**src/rtl/muldiv_if.sv**
```systemverilog
// Request/result bundle for the muldiv unit: operation launch, HI/LO direct writes
// and the architectural HI/LO state.
interface muldiv_if #(
  parameter int WIDTH = 32
);
  logic             start;
  logic [1:0]       op;
  logic [WIDTH-1:0] a;
  logic [WIDTH-1:0] b;
  logic             hi_we;
  logic             lo_we;
  logic [WIDTH-1:0] wdata;
  logic             busy;
  logic             done;
  logic [WIDTH-1:0] hi;
  logic [WIDTH-1:0] lo;

  modport master (
    output start, op, a, b, hi_we, lo_we, wdata,
    input  busy, done, hi, lo
  );

  modport slave (
    input  start, op, a, b, hi_we, lo_we, wdata,
    output busy, done, hi, lo
  );
endinterface

```
**src/rtl/muldiv.sv**
```systemverilog
// Iterative multiply/divide unit with HI/LO registers (one bit per cycle, sign fix-up last).
// Divide ops are built only when MULDIV_DIV_EN is defined; otherwise DIVU/DIV starts are ignored.
module muldiv #(
  parameter int WIDTH = 32
) (
  input logic     clk_i,
  input logic     rst_i,
  muldiv_if.slave bus
);
  localparam int CW = $clog2(WIDTH);

  typedef enum logic [1:0] {
    S_IDLE = 2'd0,
    S_RUN  = 2'd1,
    S_FIX  = 2'd2
  } state_e;

  state_e             state_q, state_d;
  logic               busy_q, busy_d;
  logic               done_q, done_d;
  logic [WIDTH-1:0]   hi_q, hi_d;
  logic [WIDTH-1:0]   lo_q, lo_d;
  logic [WIDTH-1:0]   opnd_q, opnd_d;
  logic [2*WIDTH-1:0] p_q, p_d;
  logic [CW-1:0]      cnt_q, cnt_d;
  logic               neg_q, neg_d;

  logic               op_ok_s;
  logic               accept_s;
  logic               last_s;
  logic               signed_s;
  logic [WIDTH-1:0]   mag_a_s;
  logic [WIDTH-1:0]   mag_b_s;
  logic [WIDTH:0]     mul_sum_s;
  logic [2*WIDTH-1:0] mul_next_s;
  logic [2*WIDTH-1:0] prod_s;
`ifdef MULDIV_DIV_EN
  logic               is_div_q, is_div_d;
  logic               rneg_q, rneg_d;
  logic               dz_q, dz_d;
  logic [WIDTH:0]     div_shift_s;
  logic               div_ge_s;
  logic [WIDTH-1:0]   div_diff_s;
  logic [2*WIDTH-1:0] div_next_s;
  logic [WIDTH-1:0]   quo_s;
  logic [WIDTH-1:0]   rem_s;
`endif

  function automatic logic [WIDTH-1:0] magnitude(input logic [WIDTH-1:0] v, input logic sgn);
    if (sgn && v[WIDTH-1]) begin
      return -v;
    end else begin
      return v;
    end
  endfunction

`ifdef MULDIV_DIV_EN
  assign op_ok_s = 1'b1;
`else
  assign op_ok_s = ~bus.op[1];
`endif

  assign accept_s = bus.start & ~busy_q & op_ok_s;
  assign last_s   = (cnt_q == CW'(WIDTH - 1));
  assign signed_s = bus.op[0];
  assign mag_a_s  = magnitude(bus.a, signed_s);
  assign mag_b_s  = magnitude(bus.b, signed_s);

  // Shift-add: p holds {partial sum, remaining multiplier bits}, opnd is the multiplicand.
  assign mul_sum_s  = {1'b0, p_q[2*WIDTH-1:WIDTH]} + (p_q[0] ? {1'b0, opnd_q} : {(WIDTH+1){1'b0}});
  assign mul_next_s = {mul_sum_s, p_q[WIDTH-1:1]};
  assign prod_s     = neg_q ? -p_q : p_q;

`ifdef MULDIV_DIV_EN
  // Restoring divide: p holds {remainder, dividend/quotient}, opnd is the divisor.
  assign div_shift_s = p_q[2*WIDTH-1:WIDTH-1];
  assign div_ge_s    = (div_shift_s >= {1'b0, opnd_q});
  assign div_diff_s  = div_shift_s[WIDTH-1:0] - opnd_q;
  assign div_next_s  = div_ge_s ? {div_diff_s, p_q[WIDTH-2:0], 1'b1}
                                : {div_shift_s[WIDTH-1:0], p_q[WIDTH-2:0], 1'b0};
  assign quo_s = dz_q ? {WIDTH{1'b1}} : (neg_q ? -p_q[WIDTH-1:0] : p_q[WIDTH-1:0]);
  assign rem_s = rneg_q ? -p_q[2*WIDTH-1:WIDTH] : p_q[2*WIDTH-1:WIDTH];
`endif

  always_ff @(posedge clk_i) begin
    if (rst_i) begin
      state_q <= S_IDLE;
    end else begin
      state_q <= state_d;
    end
  end

  always_comb begin
    state_d = state_q;
    case (state_q)
      S_IDLE: begin
        if (accept_s) begin
          state_d = S_RUN;
        end else begin
          state_d = S_IDLE;
        end
      end
      S_RUN: begin
        if (last_s) begin
          state_d = S_FIX;
        end else begin
          state_d = S_RUN;
        end
      end
      S_FIX:   state_d = S_IDLE;
      default: state_d = S_IDLE;
    endcase
  end

  always_comb begin
    busy_d = busy_q;
    done_d = 1'b0;
    hi_d   = hi_q;
    lo_d   = lo_q;
    opnd_d = opnd_q;
    p_d    = p_q;
    cnt_d  = cnt_q;
    neg_d  = neg_q;
`ifdef MULDIV_DIV_EN
    is_div_d = is_div_q;
    rneg_d   = rneg_q;
    dz_d     = dz_q;
`endif
    case (state_q)
      S_IDLE: begin
        if (accept_s) begin
          busy_d = 1'b1;
          cnt_d  = {CW{1'b0}};
          neg_d  = signed_s & (bus.a[WIDTH-1] ^ bus.b[WIDTH-1]);
`ifdef MULDIV_DIV_EN
          is_div_d = bus.op[1];
          rneg_d   = signed_s & bus.a[WIDTH-1];
          dz_d     = (bus.b == {WIDTH{1'b0}});
          if (bus.op[1]) begin
            opnd_d = mag_b_s;
            p_d    = {{WIDTH{1'b0}}, mag_a_s};
          end else begin
            opnd_d = mag_a_s;
            p_d    = {{WIDTH{1'b0}}, mag_b_s};
          end
`else
          opnd_d = mag_a_s;
          p_d    = {{WIDTH{1'b0}}, mag_b_s};
`endif
        end else begin
          if (bus.hi_we) begin
            hi_d = bus.wdata;
          end else begin
            hi_d = hi_q;
          end
          if (bus.lo_we) begin
            lo_d = bus.wdata;
          end else begin
            lo_d = lo_q;
          end
        end
      end
      S_RUN: begin
        cnt_d = cnt_q + CW'(1);
`ifdef MULDIV_DIV_EN
        p_d = is_div_q ? div_next_s : mul_next_s;
`else
        p_d = mul_next_s;
`endif
      end
      S_FIX: begin
        busy_d = 1'b0;
        done_d = 1'b1;
`ifdef MULDIV_DIV_EN
        if (is_div_q) begin
          hi_d = rem_s;
          lo_d = quo_s;
        end else begin
          hi_d = prod_s[2*WIDTH-1:WIDTH];
          lo_d = prod_s[WIDTH-1:0];
        end
`else
        hi_d = prod_s[2*WIDTH-1:WIDTH];
        lo_d = prod_s[WIDTH-1:0];
`endif
      end
      default: begin
        busy_d = 1'b0;
      end
    endcase
  end

  always_ff @(posedge clk_i) begin
    if (rst_i) begin
      busy_q <= 1'b0;
      done_q <= 1'b0;
      hi_q   <= {WIDTH{1'b0}};
      lo_q   <= {WIDTH{1'b0}};
      opnd_q <= {WIDTH{1'b0}};
      p_q    <= {(2*WIDTH){1'b0}};
      cnt_q  <= {CW{1'b0}};
      neg_q  <= 1'b0;
`ifdef MULDIV_DIV_EN
      is_div_q <= 1'b0;
      rneg_q   <= 1'b0;
      dz_q     <= 1'b0;
`endif
    end else begin
      busy_q <= busy_d;
      done_q <= done_d;
      hi_q   <= hi_d;
      lo_q   <= lo_d;
      opnd_q <= opnd_d;
      p_q    <= p_d;
      cnt_q  <= cnt_d;
      neg_q  <= neg_d;
`ifdef MULDIV_DIV_EN
      is_div_q <= is_div_d;
      rneg_q   <= rneg_d;
      dz_q     <= dz_d;
`endif
    end
  end

  assign bus.busy = busy_q;
  assign bus.done = done_q;
  assign bus.hi   = hi_q;
  assign bus.lo   = lo_q;
endmodule

```
**src/flat_wrapper.sv**
```systemverilog
// flat-port wrapper written by rule: the top's interface ports become plain ports
module muldiv_flat 
#(
  parameter int WIDTH = 32
)
  (clk_i, rst_i, bus_start, bus_op, bus_a, bus_b, bus_hi_we, bus_lo_we, bus_wdata, bus_busy, bus_done, bus_hi, bus_lo);
  muldiv_if #(.WIDTH(WIDTH)) bus_i ();
  input logic clk_i;
  input logic rst_i;
  input wire logic [$bits(bus_i.start)-1:0] bus_start;
  input wire logic [$bits(bus_i.op)-1:0] bus_op;
  input wire logic [$bits(bus_i.a)-1:0] bus_a;
  input wire logic [$bits(bus_i.b)-1:0] bus_b;
  input wire logic [$bits(bus_i.hi_we)-1:0] bus_hi_we;
  input wire logic [$bits(bus_i.lo_we)-1:0] bus_lo_we;
  input wire logic [$bits(bus_i.wdata)-1:0] bus_wdata;
  output wire logic [$bits(bus_i.busy)-1:0] bus_busy;
  output wire logic [$bits(bus_i.done)-1:0] bus_done;
  output wire logic [$bits(bus_i.hi)-1:0] bus_hi;
  output wire logic [$bits(bus_i.lo)-1:0] bus_lo;
  assign bus_i.start = bus_start;
  assign bus_i.op = bus_op;
  assign bus_i.a = bus_a;
  assign bus_i.b = bus_b;
  assign bus_i.hi_we = bus_hi_we;
  assign bus_i.lo_we = bus_lo_we;
  assign bus_i.wdata = bus_wdata;
  assign bus_busy = bus_i.busy;
  assign bus_done = bus_i.done;
  assign bus_hi = bus_i.hi;
  assign bus_lo = bus_i.lo;
  muldiv #(.WIDTH(WIDTH)) u_core (.clk_i(clk_i), .rst_i(rst_i), .bus(bus_i));
endmodule
```
**config.mk**
```make
export PLATFORM = sky130hd
export DESIGN_NAME = muldiv_flat
export DESIGN_NICKNAME = d
export VERILOG_FILES = /design/src/rtl/muldiv_if.sv /design/src/rtl/muldiv.sv /design/src/flat_wrapper.sv
export SDC_FILE = /design/constraint.sdc
export NUM_CORES = 1
export LEC_CHECK = 0
export CAP_MARGIN = 20
export CORE_ASPECT_RATIO = 0.5
export CORE_MARGIN = 1.5
export CORE_UTILIZATION = 39
export DETAILED_ROUTE_END_ITERATION = 16
export GPL_TIMING_DRIVEN = 0
export SETUP_SLACK_MARGIN = 0.02
export SLEW_MARGIN = 20
export SYNTH_ARGS = -nofsm -noshare
export SYNTH_HDL_FRONTEND = slang
export SYNTH_SLANG_ARGS = --single-unit
```
**constraint.sdc**
```tcl
create_clock -name clk_i -period 3.29 [get_ports clk_i]
set_input_delay 0.4935 -clock clk_i [delete_from_list [all_inputs] [get_ports clk_i]]
set_output_delay 0.4935 -clock clk_i [all_outputs]
set_load 0.01 [all_outputs]
```
# Word-level counts from Yosys, hierarchy flattened
# Cells that the tools add are included.
# totals
register_bits	170
inputBits	103
elab_cells	58
output_inout_bits	66
# op_classes
reduce_logical	10
n_addsub	5
bitwise_logic	7
eq_ne	7
n_mux	20
# ops
cell	n
$mux 32	7
$mux 64	2
$pmux 32 s2	2
$pmux 64 s2	1
$neg 32->32	2
$neg 64->64	1
$add 32x33->33	1
$pmux 5 s2	1
$ne 2x2->1 const B	3
$reduce_and 2->1	3
$reduce_and 3->1	2
$add 5x1->5 const B	1
$eq 5x5->1 const B	1
$mux 5	1
$pmux 2 s2	1
$reduce_bool 2->1	2
$and 1x1->1	3
$mux 1	3
$not 1->1	3
$eq 2x1->1 const B	1
$eq 2x2->1 const B	1
$logic_and 1x1->1	2
$logic_not 2->1	1
$mux 2	1
3 further kinds	3

# Depth between registers and ports, before layout
# Gate-level depths: netlist of the first run.
# logic_depth
ltp_word	5
ltp_mapped	14
mapped_depth_nobuf	12

# Worst setup path after synthesis of the first run
# Ideal clock, no wire load.
# synth_path
kind	register -> register
from	reg u_core.p_q[0]
to	reg u_core.p_q[61]
required_ns	3.170
stages_incl_launch_ff	15
synth_period_minus_slack_ns	2.963
path_buffers	2
setup_ns	0.120
setup_slack_ns	0.327
arrival_ns	2.844
cell_sequence	dfxtp_1 > clkbuf_1 > clkbuf_1 > and2_1 > ha_1 > inv_1 > fa_1 > nor2b_1 > o211ai_1 > a31oi_1 > a31o_2 > a21oi_1 > nor3_1 > nor3_1 > a211o_1
# synth_between
elab_chain_cells	3
# synth_lines
element	line_no	rtl
start, declared	muldiv.sv:24	logic [2*WIDTH-1:0] p_q, p_d;
start signal, assigned	muldiv.sv:200	p_q <= {(2*WIDTH){1'b0}};
start signal, assigned	muldiv.sv:214	p_q <= p_d;
$mux 32	muldiv.sv:70	assign mul_sum_s = {1'b0, p_q[2*WIDTH-1:WIDTH]} + (p_q[0] ? {1'b0, opnd_q} : {(WIDTH+1){1'b0}});
$add 32x33->33	muldiv.sv:70	
$pmux 64 s2	muldiv.sv:129	case (state_q)
# No other way between the ends.
# A chain may end at the register's enable or synchronous reset.

# Worst setup path in the final report of the first run
# layout_path
from	reg u_core.p_q[2]
to	reg u_core.hi_q[30] (netlist: u_core.bus.hi[30])
# layout_between
elab_chain_cells	3
# layout_lines
element	line_no	rtl
$neg 64->64	muldiv.sv:72	assign prod_s = neg_q ? -p_q : p_q;
$mux 64	muldiv.sv:72	
$pmux 32 s2	muldiv.sv:129	
end signal, assigned	muldiv.sv:197	hi_q <= {WIDTH{1'b0}};
end signal, assigned	muldiv.sv:211	hi_q <= hi_d;
end, declared	muldiv.sv:21	logic [WIDTH-1:0] hi_q, hi_d;
# No other way between the ends.

==> results of run 1 <==
==> sequential cells by signal (all words and copies together), names as in the netlist <==
signal           count
u_core.bus.lo       32
u_core.bus.hi       32
u_core.p_q          64
u_core.state_q       2
u_core.bus.busy      1
u_core.bus.done      1
u_core.neg_q         1
u_core.opnd_q       32
u_core.cnt_q         5
==> final timing paths <==
kind	slack, ps	to	depth (start not counted)	from
min reg2reg	460	u_core.opnd_q[30]	2	u_core.opnd_q[30]
max	40	u_core.bus.hi[30]	8	u_core.p_q[2]
max reg2reg	40	u_core.bus.hi[30]	8	u_core.p_q[2]
min	460	u_core.opnd_q[30]	2	u_core.opnd_q[30]
==> critical path, stage by stage (launching register included) <==
cell       delay [ps]
dfxtp_2           370
or4_4             580
or3_4             380
or4_4             580
nor3_4            320
nand2_4           140
o311ai_2          270
o41ai_2           150
a2111oi_2         350
==> what timing repair did <==
action,CTS,global route
gates cloned,0,1
endpoints found under the setup margin,26,38
pin swaps,1,7
hold endpoints to repair,0,0
gates resized for setup,10,29
buffers inserted,1,5
==> metal layers <==
metal / up-vias / share of wire / global-route usage / routed length (um)
met5: - / 0 / 0 / 0
met4: 0 / 0.015 / 0.0891 / 665
met3: 41 / 0.072 / 0.0496 / 3210
met2: 448 / 0.44 / 0.466 / 19600
met1: 5989 / 0.47 / 0.442 / 21200
li1: 5726 / - / - / -
==> metrics by stage <==
stage	std cells	area, um^2	utilization	setup TNS (ps)	setup slack [ps]
after CTS	2051	13800	0.498	0	24.6
after floorplan	1469	11100	-	0	327
after global routing	2057	14000	0.504	-10.5	-10.5
final	2057	14000	0.504	0	43.7
after global placement	2019	13200	0.476	-11570	-867
after detailed placement	2019	13200	0.476	-12300	-884
==> cell families after synthesis <==
kind of cell | Yosys count
simple gates | 525
compound gates | 475
flops | 170
buf+inv | 131
xor+xnor | 126
fa+ha+maj | 38
mux | 4
==> final cells by class <==
| class | count | area share |
|---|---|---|
| antenna | 1 | 0.000179 |
| buffer | 103 | 0.0291 |
| clock buffer | 20 | 0.0334 |
| clock inverter | 12 | 0.00805 |
| inverter | 26 | 0.00698 |
| multi-input combinational | 1168 | 0.519 |
| sequential | 170 | 0.244 |
| tap | 382 | 0.0342 |
| timing repair buffer | 175 | 0.125 |
==> power by group through the flow <==
stage	Clock (mW)	Sequential, mW	Combinational [mW]
2_1_floorplan	0	2.31	0.663
3_3_place_gp	0	2.31	1.22
3_5_place_dp	0	2.32	1.24
4_1_cts	2.07	2.27	1.25
5_1_grt	2.15	2.28	1.42
6_report	2.05	2.27	1.32
==> cell usage in the layout, fill, tap and decap left out, types with 15 or more instances in the layout <==
master	netlist	final
a211oi_1	45	45
nand4_1	15	15
inv_1	26	26
and2_1	36	36
ha_1	37	37
nand3_1	37	37
dfxtp_1	170	167
clkbuf_1	93	88
xor2_1	71	71
o31ai_1	21	20
clkbuf_16	0	18
o21ai_0	94	89
a21oi_1	136	136
or3_1	25	25
nor3_1	35	32
a22oi_1	35	35
nor2_1	162	160
o22ai_1	24	24
nand2_1	148	148
xnor2_1	55	55
clkdlybuf4s50_1	0	168
==> out/qor.txt, run 1 <==
top cells by area, synth: dfxtp_1 31%, a21oi_1 6.2%, xor2_1 5.6%
Leak: 5.06 nW
Syn Area/Cell: 7.53 um^2
Filler cells: 2780
syn_nets: 1610
Synth top cells by count: 170 x dfxtp_1, 162 x nor2_1, 148 x nand2_1
Tot Pwr: 5.64 mW
asr flop ratio synth: 0
First DRT Iteration DRCs: 1183
GRT overflow: 0
P&R area growth vs syn: 26.5%
WL final: 44700 um
dpl hpwl: 35500 um
Max FO, Critical Path: 7
multi-input logic area: 0.00726 mm^2
top cell type's share of synthesized area: 0.308
WL per Instance: 21.7 um
row count: 43
cts hold-fix bufs: 0
mux cell area share after synthesis: 0.00385
via count: 12200
register bit count reported by yosys: 170
Max-cap violations: 0
clock slew seen by the registers of the worst setup and hold paths: 70 ps
Critical Path AT: 3600 ps
number of remaining DRC errors: 0
slew margin rel.: 0.267
worst skew pair latency: 460 ps
initial antenna violation count: 2
Crit Path Category: reg2reg
Slew @ Worst Pin: 1100 ps
Seq/Total Area, Yosys: 0.308
Core Area: 0.0278 mm^2
Hold Fails Final Rpt: 0
Final #Nets: 1802
GPL Wtd Cong: 0.940
first-pass GRT wire length: 67600 um
Synth Area in Compound Gates: 0.274
height of the die: 122 um
cell count after synthesis: 1469
PwrDens: 403 mW/mm^2
Clock Sinks: 170
Avg Vias per Cell: 5.93
GRT Total Usage: 0.306
final hold slack: 460 ps
layout cell share with drive strength beyond 1: 0.0472
fraction of the mapped netlist area in simple logic gates: 0.225
EDFF count, synth: 0
Worst Path Required: 3650 ps
VDD IR max: 381 uV
vias in the first global route: 11600
count of cell types in the netlist: 67
part of the power in combinational logic: 0.234
Pre-Repair DR Iteration Count: 5
clock network power share: 0.363
Synth Area in XOR/XNOR: 0.0998
Final period util: 0.987
Die Wd: 241 um
Num CTS Buffers: 17
largest buffer count on any clock path: 2
Post-Syn Area: 0.0111 mm^2
final setup vio count: 0
count leader, synth: dfxtp_1
Final Critical Period: 3250 ps
Starting Density: 0.398
FMAX: 308 MHz
Switching Power: 1.81 mW
area leader, netlist: dfxtp_1
Final Slew Violations: 0
Switching Share: 0.321
Ys Warns: 0
full die area: 0.0294 mm^2
Ports: 169
RSZ-0062 raised after global routing: yes
clk_skew: 9.66 ps
endpoint class of the critical path: register
top_reg_cell synth: dfxtp_1
outcome: finished, final reports clean
largest family of logic cells by synthesized area: compound AO/OA/AOI/OAI gates
HP Class: reg2reg
crit start category: register
Seq pwr share: 0.403
CTS tree: yes
Post-Synth Adder-Cell Area: 0.0437
P_int: 3.83 mW
Seq. cell area: 0.00341 mm^2
pin count of the biggest net entering global routing: 17
Root Buffer: clkbuf_16
post-route ant nets: 0
H-tree levels: 4
port bufs: 168
Power figures use the tool's default switching activity.
==> run 2, diff against run 1 <==
==> constraint.sdc (replaced) <==
create_clock -name clk_i -period 3.4 [get_ports clk_i]
set_input_delay 0.51 -clock clk_i [delete_from_list [all_inputs] [get_ports clk_i]]
set_output_delay 0.51 -clock clk_i [all_outputs]
set_load 0.01 [all_outputs]
==> run 2 against run 1 <==
  * Critical endpoint is now u_core.bus.hi[12]
  * Critical path depth is 1 higher
  * Sequential share of layout area is 0.17 points higher
  * Clock power is 3% lower
  * Clock skew is 1.1 ps higher
  * Largest cell class unchanged
  * First-iteration DRC count is 2.4% higher
  * Worst hold slack better by 0.56 ps
==> out/qor.txt, run 2 (synthesis results as in run 1) <==
outcome: finished, final reports clean
Final Critical Period: 3230 ps (-18.6 ps)
WL final: 44500 um (-0.40%)
height of the die: 122 um (unchanged)
Final #Nets: 1799 (-0.17%)
row count: 43 (unchanged)
Max-cap violations: 0 (unchanged)
number of remaining DRC errors: 0 (unchanged)
PwrDens: 391 mW/mm^2 (-3.0%)
Core Area: 0.0278 mm^2 (unchanged)
final setup vio count: 0 (unchanged)
GRT Total Usage: 0.305 (-0.000492)
CTS tree: yes
Pre-Repair DR Iteration Count: 6 (+1)
Worst Path Required: 3750 ps (+100 ps)
Critical Path AT: 3580 ps (-20 ps)
Design Area, Final: 0.0139 mm^2 (-0.72%)
final worst slack: 172 ps (+129 ps)
Leak: 5.01 nW (-0.97%)
CP bufs+invs: 1 (+1)
Tot Pwr: 5.43 mW (-3.7%)
full die area: 0.0294 mm^2 (unchanged)
post-route ant nets: 0 (unchanged)
max FFs per register: 64 (unchanged)
Seq pwr share: 0.405 (+0.002)
WL per Instance: 21.7 um (-0.25%)
P_int: 3.69 mW (-3.7%)
part of the power in combinational logic: 0.229 (-0.005)
clock network power share: 0.366 (+0.003)
worst r2r dst: u_core.bus.hi[12]
Slew @ Worst Pin: 1070 ps (-30.2 ps)
Filler cells: 2791 (+0.40%)
Die Wd: 241 um (unchanged)
CP max stage cell: or4_4
VDD IR max: 371 uV (-2.6%)
pre-CTS WS: -774 ps (+110 ps)
flop-to-flop setup slack: 170 ps (+130 ps)
CP delay by family, top: simple AND/OR/NAND/NOR gates
CP max stage delay: 570 ps (about the same)
CP most frequent cell: or4_4
P&R area growth vs syn: 25.6%
worst skew pair latency: 460 ps (about the same)
vias in the first global route: 11600 (-0.026%)
Switching Share: 0.321 (+0.000633)
Crit Path Category: reg2reg
endpoint class of the critical path: register
Clock Sinks: 170 (unchanged)
Num CTS Buffers: 17 (unchanged)
via count: 12200 (-0.44%)
layout cell share with drive strength beyond 1: 0.0413 (-0.00590)
clk_skew: 10.8 ps (+1.09 ps)
pin count of the biggest net entering global routing: 17 (unchanged)
Ports: 169 (unchanged)
initial antenna violation count: 2 (unchanged)
dpl hpwl: 35500 um (unchanged)
Max FO, Critical Path: 10 (+3)
hold-critical path depth: 2 (unchanged)
HP Start: u_core.opnd_q[28]
Top reg by flops: u_core.p_q
clock slew seen by the registers of the worst setup and hold paths: 70 ps (about the same)
Final Slew Violations: 0 (unchanged)
startpoint of the worst register-to-register path: u_core.p_q[3]
FMAX: 310 MHz (+0.58%)
slew margin rel.: 0.287 (+0.0202)
crit-path cells: or4_4 > or3_4 > or4_4 > nor3_4 > nand2_2 > buf_6 > o211ai_1 > o31ai_1 > a221oi_1
Root Buffer: clkbuf_16
GPL Wtd Cong: 0.940 (unchanged)
first-pass GRT wire length: 67500 um (-0.16%)
TNS Setup: 0 ps (unchanged)
Avg Vias per Cell: 5.92 (-0.30%)
HP Class: reg2reg
largest buffer count on any clock path: 2 (unchanged)
RSZ-0062 raised after global routing: no
crit start category: register
WHS Endpoint: u_core.opnd_q[28]
Starting Density: 0.398 (unchanged)
Hold Fails Final Rpt: 0 (unchanged)
cts hold-fix bufs: 0 (unchanged)
GRT overflow: 0 (unchanged)
Switching Power: 1.75 mW (-3.5%)
port bufs: 168 (unchanged)
Post-DP Area: 0.0132 mm^2 (unchanged)
Final period util: 0.949 (-0.0374)
worst-case reg-to-reg path depth: 9 (+1)
H-tree levels: 4 (unchanged)
most frequent cells in the layout: 168 x clkdlybuf4s50_1, 168 x dfxtp_1, 161 x nor2_1
First DRT Iteration DRCs: 1211 (+2.4%)
run 2: what timing repair did:
| action | CTS | global route |
|---|---|---|
| buffers inserted | 0 | 3 |
| cloned | 0 | 0 |
| setup endpoints to repair | 23 | 28 |
| pin swaps | 0 | 2 |
| gates resized for setup | 8 | 17 |
run 2: power groups by stage:
stage                     registers (mW)  clock network (mW)  logic [mW]
final                               2.20                1.99        1.25
after global placement              2.24                   0        1.18
after floorplan                     2.24                   0       0.642
after global routing                2.21                2.08        1.34
after detailed placement            2.24                   0        1.20
after CTS                           2.20                2.00        1.20
run 2: layout make-up:
type                            count  area (um^2)  area share
Tap cell                          382          478      0.0344
Sequential cell                   170         3410       0.245
Multi-Input combinational cell   1168         7210       0.519
Timing Repair Buffer              171         1700       0.123
Clock inverter                     12          113     0.00811
Buffer                            104          404      0.0291
Antenna cell                        1         2.50    0.000180
Clock buffer                       20          467      0.0336
Inverter                           26         97.6     0.00703
run 2: worst max-delay path by stage:
stage | from | to | slack, ps | cells after the start
final | u_core.p_q[3] | u_core.bus.hi[12] | 170 | 9
after global routing | u_core.p_q[3] | u_core.bus.hi[12] | 40 | 9
after CTS | u_core.p_q[0] | u_core.p_q[62] | 50 | 11
after detailed placement | u_core.p_q[0] | u_core.p_q[59] | -770 | 14
after global placement | u_core.p_q[0] | u_core.p_q[59] | -760 | 14
after floorplan | u_core.p_q[0] | u_core.p_q[61] | 440 | 14
run 2: metal layers:
| layer | wire length [um] | GRT usage |
|---|---|---|
| met1 | 21100 | 0.440 |
| met2 | 19400 | 0.465 |
| met3 | 3360 | 0.0496 |
| met4 | 716 | 0.0891 |
| met5 | 0 | 0 |
run 2: through the flow:
stage               instances  utilization  hold slack [ps]
CTS                      2050        0.498              459
finish                   2054        0.500              461
detailed placement       2019        0.476              445
global placement         2019        0.476              434
floorplan                1469            -              417
global route             2054        0.500              491
run 2: worst min-delay path, cell delays in order, from the launching register on:
cell and delay (ps):
dfxtp_1 330, nand2_1 50, o21ai_0 50
